**config.mk**
```make
export PLATFORM = sky130hd
export DESIGN_NAME = multicycle_control
export DESIGN_NICKNAME = d
export VERILOG_FILES = /design/src/rtl/mips_pkg.sv /design/src/rtl/multicycle_control_outdec.sv /design/src/rtl/multicycle_control.sv
export SDC_FILE = /design/constraint.sdc
export NUM_CORES = 1
export LEC_CHECK = 0
export ABC_AREA = 1
export ABC_CLOCK_PERIOD_IN_PS = 3000
export CAP_MARGIN = 15
export CORE_AREA = 2 2 39 41
export DETAILED_ROUTE_END_ITERATION = 16
export DIE_AREA = 0 0 41 43
export PLACE_DENSITY = 0.91
export RECOVER_POWER = 50
export SLEW_MARGIN = 10
export SYNTH_ARGS = -nofsm -noshare
export SYNTH_HDL_FRONTEND = slang
export SYNTH_SLANG_ARGS = --single-unit
```
**constraint.sdc**
```tcl
create_clock -name clk -period 3 [get_ports clk]
set_input_delay 0.9 -clock clk [delete_from_list [all_inputs] [get_ports clk]]
set_output_delay 0.9 -clock clk [all_outputs]
set_load 0.01 [all_outputs]
```
**src/rtl/mips_pkg.sv**
```systemverilog
// Shared encodings for the multicycle MIPS core: FSM state codes, opcodes,
// ALU/mux select encodings and the packed control word driven to the datapath.
package mips_pkg;

  typedef enum logic [3:0] {
    S_FETCH  = 4'd0,
    S_DECODE = 4'd1,
    S_MEMADR = 4'd2,
    S_MEMRD  = 4'd3,
    S_MEMWB  = 4'd4,
    S_MEMWR  = 4'd5,
    S_EXEC   = 4'd6,
    S_ALUWB  = 4'd7,
    S_BRANCH = 4'd8,
    S_JUMP   = 4'd9,
    S_ADDIEX = 4'd10,
    S_ADDIWB = 4'd11
  } state_t;

  localparam logic [5:0] OP_RTYPE = 6'b000000;
  localparam logic [5:0] OP_LW    = 6'b100011;
  localparam logic [5:0] OP_SW    = 6'b101011;
  localparam logic [5:0] OP_BEQ   = 6'b000100;
  localparam logic [5:0] OP_J     = 6'b000010;
  localparam logic [5:0] OP_ADDI  = 6'b001000;

  localparam logic [1:0] ALUOP_ADD   = 2'b00;
  localparam logic [1:0] ALUOP_SUB   = 2'b01;
  localparam logic [1:0] ALUOP_RTYPE = 2'b10;

  localparam logic [1:0] SRCB_B       = 2'b00;
  localparam logic [1:0] SRCB_FOUR    = 2'b01;
  localparam logic [1:0] SRCB_IMM     = 2'b10;
  localparam logic [1:0] SRCB_IMM_SH2 = 2'b11;

  localparam logic [1:0] PCSRC_ALU    = 2'b00;
  localparam logic [1:0] PCSRC_ALUOUT = 2'b01;
  localparam logic [1:0] PCSRC_JUMP   = 2'b10;

  // Datapath control word; IllegalOp is handled separately because it is
  // the only output that depends on Op.
  typedef struct packed {
    logic       pc_write;
    logic       pc_write_cond;
    logic       iord;
    logic       mem_read;
    logic       mem_write;
    logic       ir_write;
    logic       mem_to_reg;
    logic       reg_dst;
    logic       reg_write;
    logic       alu_src_a;
    logic [1:0] alu_src_b;
    logic [1:0] alu_op;
    logic [1:0] pc_source;
  } ctrl_t;

  localparam int CTRL_W = $bits(ctrl_t);

  function automatic logic op_supported(input logic [5:0] op);
    return (op == OP_RTYPE) || (op == OP_LW) || (op == OP_SW) ||
           (op == OP_BEQ)   || (op == OP_J)  || (op == OP_ADDI);
  endfunction

endpackage

```
**src/rtl/multicycle_control_outdec.sv**
```systemverilog
// Moore output decoder: maps the registered state code to the datapath
// control word. Unused codes 12-15 decode to all-zero.
module multicycle_control_outdec
  import mips_pkg::*;
(
  input  logic [3:0]        state_i,
  output logic [CTRL_W-1:0] ctrl_o
);

  ctrl_t c;

  // Per-state control word; every field defaults to 0 first.
  always_comb begin
    c = '0;
    case (state_i)
      S_FETCH: begin
        c.mem_read  = 1'b1;
        c.ir_write  = 1'b1;
        c.alu_src_b = SRCB_FOUR;
        c.alu_op    = ALUOP_ADD;
        c.pc_write  = 1'b1;
        c.pc_source = PCSRC_ALU;
      end
      S_DECODE: begin
        // Branch target computed speculatively into ALUOut.
        c.alu_src_b = SRCB_IMM_SH2;
        c.alu_op    = ALUOP_ADD;
      end
      S_MEMADR: begin
        c.alu_src_a = 1'b1;
        c.alu_src_b = SRCB_IMM;
        c.alu_op    = ALUOP_ADD;
      end
      S_MEMRD: begin
        c.mem_read = 1'b1;
        c.iord     = 1'b1;
      end
      S_MEMWB: begin
        c.reg_write  = 1'b1;
        c.mem_to_reg = 1'b1;
      end
      S_MEMWR: begin
        c.mem_write = 1'b1;
        c.iord      = 1'b1;
      end
      S_EXEC: begin
        c.alu_src_a = 1'b1;
        c.alu_src_b = SRCB_B;
        c.alu_op    = ALUOP_RTYPE;
      end
      S_ALUWB: begin
        c.reg_write = 1'b1;
        c.reg_dst   = 1'b1;
      end
      S_BRANCH: begin
        c.alu_src_a     = 1'b1;
        c.alu_src_b     = SRCB_B;
        c.alu_op        = ALUOP_SUB;
        c.pc_write_cond = 1'b1;
        c.pc_source     = PCSRC_ALUOUT;
      end
      S_JUMP: begin
        c.pc_write  = 1'b1;
        c.pc_source = PCSRC_JUMP;
      end
      S_ADDIEX: begin
        c.alu_src_a = 1'b1;
        c.alu_src_b = SRCB_IMM;
        c.alu_op    = ALUOP_ADD;
      end
      S_ADDIWB: begin
        c.reg_write = 1'b1;
      end
      default: c = '0;
    endcase
  end

  assign ctrl_o = c;

endmodule

```
**src/rtl/multicycle_control.sv**
```systemverilog
// Main control FSM of the multicycle MIPS core. Holds the state register and
// next-state logic; outputs are a Moore decode of the state, forced to zero
// combinationally while rst_n is low so no write can occur in a reset cycle.
module multicycle_control
  import mips_pkg::*;
(
  input  logic       clk,
  input  logic       rst_n,
  input  logic [5:0] Op,
  output logic       PCWrite,
  output logic       PCWriteCond,
  output logic       IorD,
  output logic       MemRead,
  output logic       MemWrite,
  output logic       IRWrite,
  output logic       MemtoReg,
  output logic       RegDst,
  output logic       RegWrite,
  output logic       ALUSrcA,
  output logic [1:0] ALUSrcB,
  output logic [1:0] ALUOp,
  output logic [1:0] PCSource,
  output logic       IllegalOp,
  output logic [3:0] State
);

  state_t            state_q, state_d;
  logic [CTRL_W-1:0] ctrl_raw;
  ctrl_t             ctrl;

  // State register with synchronous active-low reset to FETCH.
  always_ff @(posedge clk) begin
    if (!rst_n) state_q <= S_FETCH;
    else        state_q <= state_d;
  end

  // Next-state logic; Op is consulted only in DECODE and MEMADR.
  always_comb begin
    state_d = S_FETCH;
    case (state_q)
      S_FETCH:  state_d = S_DECODE;
      S_DECODE: begin
        case (Op)
          OP_LW, OP_SW: state_d = S_MEMADR;
          OP_RTYPE:     state_d = S_EXEC;
          OP_BEQ:       state_d = S_BRANCH;
          OP_J:         state_d = S_JUMP;
          OP_ADDI:      state_d = S_ADDIEX;
          default:      state_d = S_FETCH;
        endcase
      end
      S_MEMADR: state_d = (Op == OP_SW) ? S_MEMWR : S_MEMRD;
      S_MEMRD:  state_d = S_MEMWB;
      S_EXEC:   state_d = S_ALUWB;
      S_ADDIEX: state_d = S_ADDIWB;
      default:  state_d = S_FETCH;
    endcase
  end

  multicycle_control_outdec u_outdec (
    .state_i (state_q),
    .ctrl_o  (ctrl_raw)
  );

  assign ctrl = rst_n ? ctrl_t'(ctrl_raw) : ctrl_t'('0);

  assign PCWrite     = ctrl.pc_write;
  assign PCWriteCond = ctrl.pc_write_cond;
  assign IorD        = ctrl.iord;
  assign MemRead     = ctrl.mem_read;
  assign MemWrite    = ctrl.mem_write;
  assign IRWrite     = ctrl.ir_write;
  assign MemtoReg    = ctrl.mem_to_reg;
  assign RegDst      = ctrl.reg_dst;
  assign RegWrite    = ctrl.reg_write;
  assign ALUSrcA     = ctrl.alu_src_a;
  assign ALUSrcB     = ctrl.alu_src_b;
  assign ALUOp       = ctrl.alu_op;
  assign PCSource    = ctrl.pc_source;

  // The only Op-dependent output: flags an unsupported opcode in DECODE.
  assign IllegalOp = rst_n && (state_q == S_DECODE) && !op_supported(Op);

  assign State = state_q;

endmodule

```
==> summary.txt, run 1 <==
Run status
  – Status: complete, no violations

Detailed routing
  – Antenna viol nets, final: 0
  – WL/cell: 10.6 um
  – Drt initial violations: 12
  – First drt pass iteration count: 4
  – Metal-1 WL: 612 um
  – Total wire length: ~1600 um
  – Via count: 768
  – Met2 wire len: between 800 and 900 um
  – Post-route DRC: 0
  – Vias per inst: roughly 5.0
  – Uppermost layer routed: met4
  – Met3 wire length: 121 um

Logic synthesis
  – Yosys warning count: 0
  – Largest family of logic cells by synthesized area: simple AND/OR/NAND/NOR gates
  – Avg Inst Size Synth: approximately 5.3 um2
  – Post-synthesis adder-cell area fraction: 0%
  – Syn nets: roughly 100
  – XOR/XNOR Fraction of Synth Area: 0%
  – Yosys top cell area share: roughly a fifth
  – Yosys cell types: 18
  – Largest cells by area after synthesis: nor2_1, dfxtp_1, nand2_1, inv_1, nand3_1
  – Sequential share of the synthesized area: between 15 and 20%
  – Syn Inst Count: 96
  – #FFs+latches synth: 4
  – Multiplexer area fraction after synthesis: 0%
  – Area leader, netlist: nor2_1
  – Post-synthesis compound-gate area fraction: roughly an eighth
  – Mapped Area: between 500 and 600 um2
  – Synth Area in Simple Gates: 58.1%

Floorplanning
  – # IOs: 29
  – Die area: approximately 1800 um2
  – Initial core utilization: 36.4%
  – Die height: about 43 um
  – Die extent in x: a little over 40 um
  – Core ar.: ~1400 um2
  – Cell Rows: 14

Timing
  – Crit share post-route: between 90% and 100%
  – RSZ-0062 raised after global routing: no
  – Pins Over Slew Limit: 0
  – Final setup viols: 0
  – Worst-Margin Slew: between 0.2 and 0.3 ns
  – Worst hold slack: roughly 0.69 ns
  – Final hold vios: 0
  – Setup Skew: about 0.0052 ns
  – Max Clk Rate: roughly 340 MHz
  – Final period demand of the worst path: about 2.9 ns
  – Max-slew headroom: 80.6%
  – Post-Route Setup TNS: 0 ns

Worst setup path
  – Required @ worst endpoint: 2.10 ns
  – Crit path max fanout: 6
  – Reg2reg setup slack: 1.84 ns
  – Worst setup EP type: output port
  – Crit path kind: in -> out
  – Crit start category: input port
  – Arrival @ worst endpoint: about 2.0 ns
  – Worst r2r path cells: 7

Power
  – Clk pwr share: 33.9%
  – Sequential Power Share: 28.9%
  – Sw frac: 32.3%
  – Power Density: about 220 nW/um2
  – NetSw: between 0.00006 and 0.00007 W
  – Cell internal pwr: about 0.00014 W
  – P_leak: around 0.46 nW
  – Combinational group share of total power: 37.1%
  – Worst vdd ir: roughly 0.00018 V

CTS
  – Skew-Pair Late Insertion Delay: around 0.24 ns
  – # H-tree levels: 1
  – CTS sink cnt: 4
  – Clock buffer depth: 2
  – Post-CTS setup buffer count: 0
  – Hold_buf cts: 0
  – Reg clk slew, reported paths: roughly 0.03 ns
  – CTS tree: built
  – CTS Buf Count: 3
  – Root Buffer: clkbuf_4

Cells and area
  – Nets: ~150
  – Most frequent cells in the layout: nor2_1, nand2_1, clkdlybuf4s50_1
  – Share of cells above drive strength 1: 26.3%
  – Commonest non-fill, non-tap cell in the layout: nor2_1
  – Synthesis-to-layout area growth: 77.4%
  – Antenna cell count: 0
  – Post-route cell area: 895 um2
  – Filler cell count: approximately 130
  – Multi-input gate area: around 360 um2
  – Register Area: roughly 80 um2
  – Largest register FFs: 4

Job
  – Max-cap violations: 0

Global route
  – Total grt overflow: 0
  – Vias in the first global route: ~660
  – Initial antenna violation count: 0
  – Largest net degree at the start of global routing: 7
  – GRT Resource Usage Total: between 20% and 30%
  – First-pass GRT wire length: 2540 um

Place
  – Port Buffers: 28
  – Placed cell area: 880 um2
  – Dpl hpwl: 1340 um
  – GP Congestion: slightly below 0.9

Worst hold path
  – Hold Path Class: reg -> reg
  – Hold Path Depth: 4
## critical path, cell delays in order
cell	delay, ns
clkdlybuf4s15_2	0.24
inv_2	0.08
buf_4	0.14
o22ai_1	0.12
clkdlybuf4s50_1	0.55
## cell families after synthesis
group | Yosys count
AND/OR/NAND/NOR | 64
flip-flops | 4
buffers and inverters | 18
AO/OA/AOI/OAI | 10
## final cells by class
cell class,count,area share [%]
timing repair buffer,39,38.9
inverter,17,7.13
sequential,4,8.95
tap,16,2.24
multi-input combinational,74,40.3
clock buffer,3,2.52
## through the flow
step	instances	total power [W]	setup slack, ns	util (%)
finish	153	0.000201	0.0564	64.6
global route	153	0.000213	0.00763	64.6
global placement	150	0.000135	-0.350	63.6
floorplan	96	0.0000940	0.654	-
detailed placement	150	0.000138	-0.415	63.6
CTS	153	0.000206	0.00922	65.0
## metal layers
layer | GRT usage [%] | vias to the layer above
met3 | 5.76 | 2
met2 | 37.5 | 35
li1 | - | 385
met1 | 21.2 | 346
met5 | 0 | -
met4 | 6.67 | 0
## repair_timing
action / in CTS / in global routing
pin swaps: 1 / 0
resized for setup: 11 / 8
setup endpoints to repair: 17 / 7
## cells in the mapped netlist, drive strengths merged
library cell and instances:
nor2 31, nand2 23, inv 17, nand3 8, dfxtp 4, a21oi 3
o21ai 3, o22ai 3, nor3 2, buf 1, o31ai 1
## power by group through the flow
stage               Clock [W]  Combinational [W]  Sequential, W
floorplan                   0          0.0000348      0.0000591
global placement            0          0.0000766      0.0000588
detailed placement          0          0.0000790      0.0000590
CTS                 0.0000697          0.0000778      0.0000582
global route        0.0000721          0.0000822      0.0000584
finish              0.0000682          0.0000746      0.0000581
## path summary, 6_finish.rpt
| path | start | to |
|---|---|---|
| worst max-delay path | rst_n | PCWrite |
| worst min-delay path | State[3] | State[3] |
| worst max register to register | State[2] | State[1] |
| worst min register to register | State[3] | State[3] |
(Power assumes the default switching activity.)
==> run 2: changes to the inputs <==
ABC_CLOCK_PERIOD_IN_PS = 3270   (was 3000)
CORE_AREA = default   (was 2 2 39 41)
CORE_MARGIN = 2   (was default)
CORE_UTILIZATION = 36   (was default)
DIE_AREA = default   (was 0 0 41 43)
PLACE_DENSITY = 0.88   (was 0.91)
clock period = 3.27 ns   (was 3 ns; I/O delays follow)
==> run 2 against run 1 <==
  * First-iteration DRC count grew 17%
  * Die area shrank 2.7%
  * Worst hold slack lost 0.00053 ns
  * Clock skew shrank 0.0017 ns
  * Total power shrank 11%
  * Non-clock buffer count shrank 2
  * Largest cell class unchanged
  * Combinational power shrank 9.5%
  * Register-to-register slack gained 0.31 ns
  * Wire length shrank 7.0%
  * Final cell count shrank 2.0%
  * Critical endpoint is now ALUSrcB[0]
==> summary.txt, run 2 (synthesized netlist as in run 1, its figures left out) <==
Run status
  – Status: complete, no violations

Worst setup path
  – Cell Chain, Critical Path: dlygate4sd2_1 > clkbuf_1 > nand2_1 > nor2_1 > clkdlybuf4s50_1
  – CP top delay family: buffers and inverters
  – Slowest CP cell: clkdlybuf4s50_1
  – Crit start category: input port
  – Worst path bufs/invs: 3
  – Worst setup EP type: output port
  – Arrival @ worst endpoint: between 2 and 2.5 ns
  – Crit path depth: 5
  – Crit path kind: in -> out
  – Largest stage delay, worst path: 0.54 ns
  – Required @ worst endpoint: roughly 2.3 ns
  – Crit path max fanout: 4
  – Worst r2r path cells: 7

Timing
  – Final setup viols: 0
  – Worst hold slack: a little under 0.7 ns
  – Pins Over Slew Limit: 0
  – Final worst setup slack: approximately 0.061 ns
  – Worst-Margin Slew: roughly 0.29 ns
  – RSZ-0062 raised after global routing: no
  – Max Clk Rate: approximately 310 MHz
  – Max-slew headroom: between 80 and 90%
  – Crit share post-route: 98.1%
  – Final period demand of the worst path: approximately 3.2 ns
  – Final hold vios: 0
  – Setup Skew: between 0.003 and 0.004 ns

Detailed routing
  – WL/cell: around 10 um
  – Met3 wire length: ~77 um
  – Vias per inst: around 4.8
  – Total wire length: roughly 1500 um
  – Post-route DRC: 0
  – Metal-1 WL: approximately 630 um
  – Via count: just over 700
  – First drt pass iteration count: 4
  – Drt initial violations: 14
  – Antenna viol nets, final: 0
  – Met2 wire len: 801 um
  – Uppermost layer routed: met3

Cells and area
  – Antenna cell count: 0
  – Synthesis-to-layout area growth: 72.7%
  – Share of cells above drive strength 1: between 20% and 30%
  – Nets: between 100 and 150
  – Multi-input gate area: 358 um2
  – Most frequent cells in the layout: nor2_1, nand2_1, clkdlybuf4s50_1
  – Register Area: roughly 80 um2
  – Filler cell count: 111
  – Largest register FFs: 4
  – Commonest non-fill, non-tap cell in the layout: nor2_1

Place
  – Port Buffers: 28
  – GP Congestion: ~0.84
  – Dpl hpwl: ~1300 um
  – Dpl ws: -0.250 ns

CTS
  – Clock buffer depth: 2
  – # H-tree levels: 1
  – CTS sink cnt: 4
  – Reg clk slew, reported paths: about 0.030 ns
  – CTS Buf Count: 3
  – Post-CTS setup buffer count: 0
  – Skew-Pair Late Insertion Delay: 0.23 ns
  – CTS tree: built
  – Root Buffer: clkbuf_4

Power
  – P_leak: 0.423 nW
  – Final Power: between 0.00015 and 0.0002 W
  – Worst vdd ir: between 0.0001 and 0.00015 V
  – Power Density: 206 nW/um2

Floorplanning
  – Initial core utilization: approximately 39%
  – Die extent in x: 41.4 um
  – # IOs: 29
  – Die height: 41.4 um
  – Core ar.: ~1300 um2
  – Die area: 1720 um2
  – Cell Rows: 13

Global route
  – Total grt overflow: 0
  – Initial antenna violation count: 0
  – Largest net degree at the start of global routing: 7
  – First-pass GRT wire length: 2590 um
  – GRT Resource Usage Total: between 10% and 20%
  – Vias in the first global route: about 670

Worst hold path
  – Hold Path Depth: 4
  – Hold Path Class: reg -> reg

Job
  – Max-cap violations: 0
run 2: changes by cell type in the layout (fill, tap and decap cells not counted), sizes merged:
cell / before / now
buf: 11 / 6
clkdlybuf4s50: 13 / 18
clkbuf: 6 / 8
clkdlybuf4s25: 2 / 0
dlymetal6s2s: 2 / 0
clkdlybuf4s15: 1 / 0
dlygate4sd2: 3 / 4
run 2: through the flow:
stage / setup TNS, ns / cell area, um2 / std cells / utilization, %
final: 0 / 871 / 150 / 66.9
after global routing: 0 / 871 / 150 / 66.9
after CTS: 0 / 885 / 150 / 68.0
after detailed placement: -2.69 / 863 / 147 / 66.3
after global placement: -2.22 / 863 / 147 / 66.3
after floorplan: 0 / 504 / 96 / -
run 2: power breakdown:
group          switching [W]   total, W  leakage (nW)  internal, W
clock network      0.0000179  0.0000588        0.0138    0.0000409
logic              0.0000351  0.0000675         0.376    0.0000324
registers         0.00000264  0.0000533        0.0326    0.0000507
run 2: area by class of cell:
type	count	area share [%]
flip-flops and latches	4	9.20
clock buffers	3	2.59
inverters	17	7.33
repair buffers	37	37.6
multi-input cells	74	41.1
well taps	15	2.16
run 2: path summary, 6_finish.rpt:
path | end | slack (ns) | startpoint
max | ALUSrcB[0] | 0.06 | rst_n
min | State[3] | 0.69 | State[3]
max reg2reg | State[1] | 2.15 | State[3]
min reg2reg | State[3] | 0.69 | State[3]
run 2: tightest hold or removal path: stages (launching register included):
cell     delay, ns
dfxtp_1       0.38
nand2_1       0.11
nor2_1        0.05
inv_1         0.05
a21oi_1       0.06
run 2: per-layer routing:
layer	vias to the layer above	GRT usage (%)
met3	0	3.48
li1	374	-
met4	0	7.10
met1	323	18.8
met2	25	36.6
met5	-	0
run 2: what timing repair did:
| action | in CTS | in global routing |
|---|---|---|
| gates resized for setup | 6 | 3 |
| hold buffers | 0 | 0 |
| endpoints found under the setup margin | 17 | 2 |
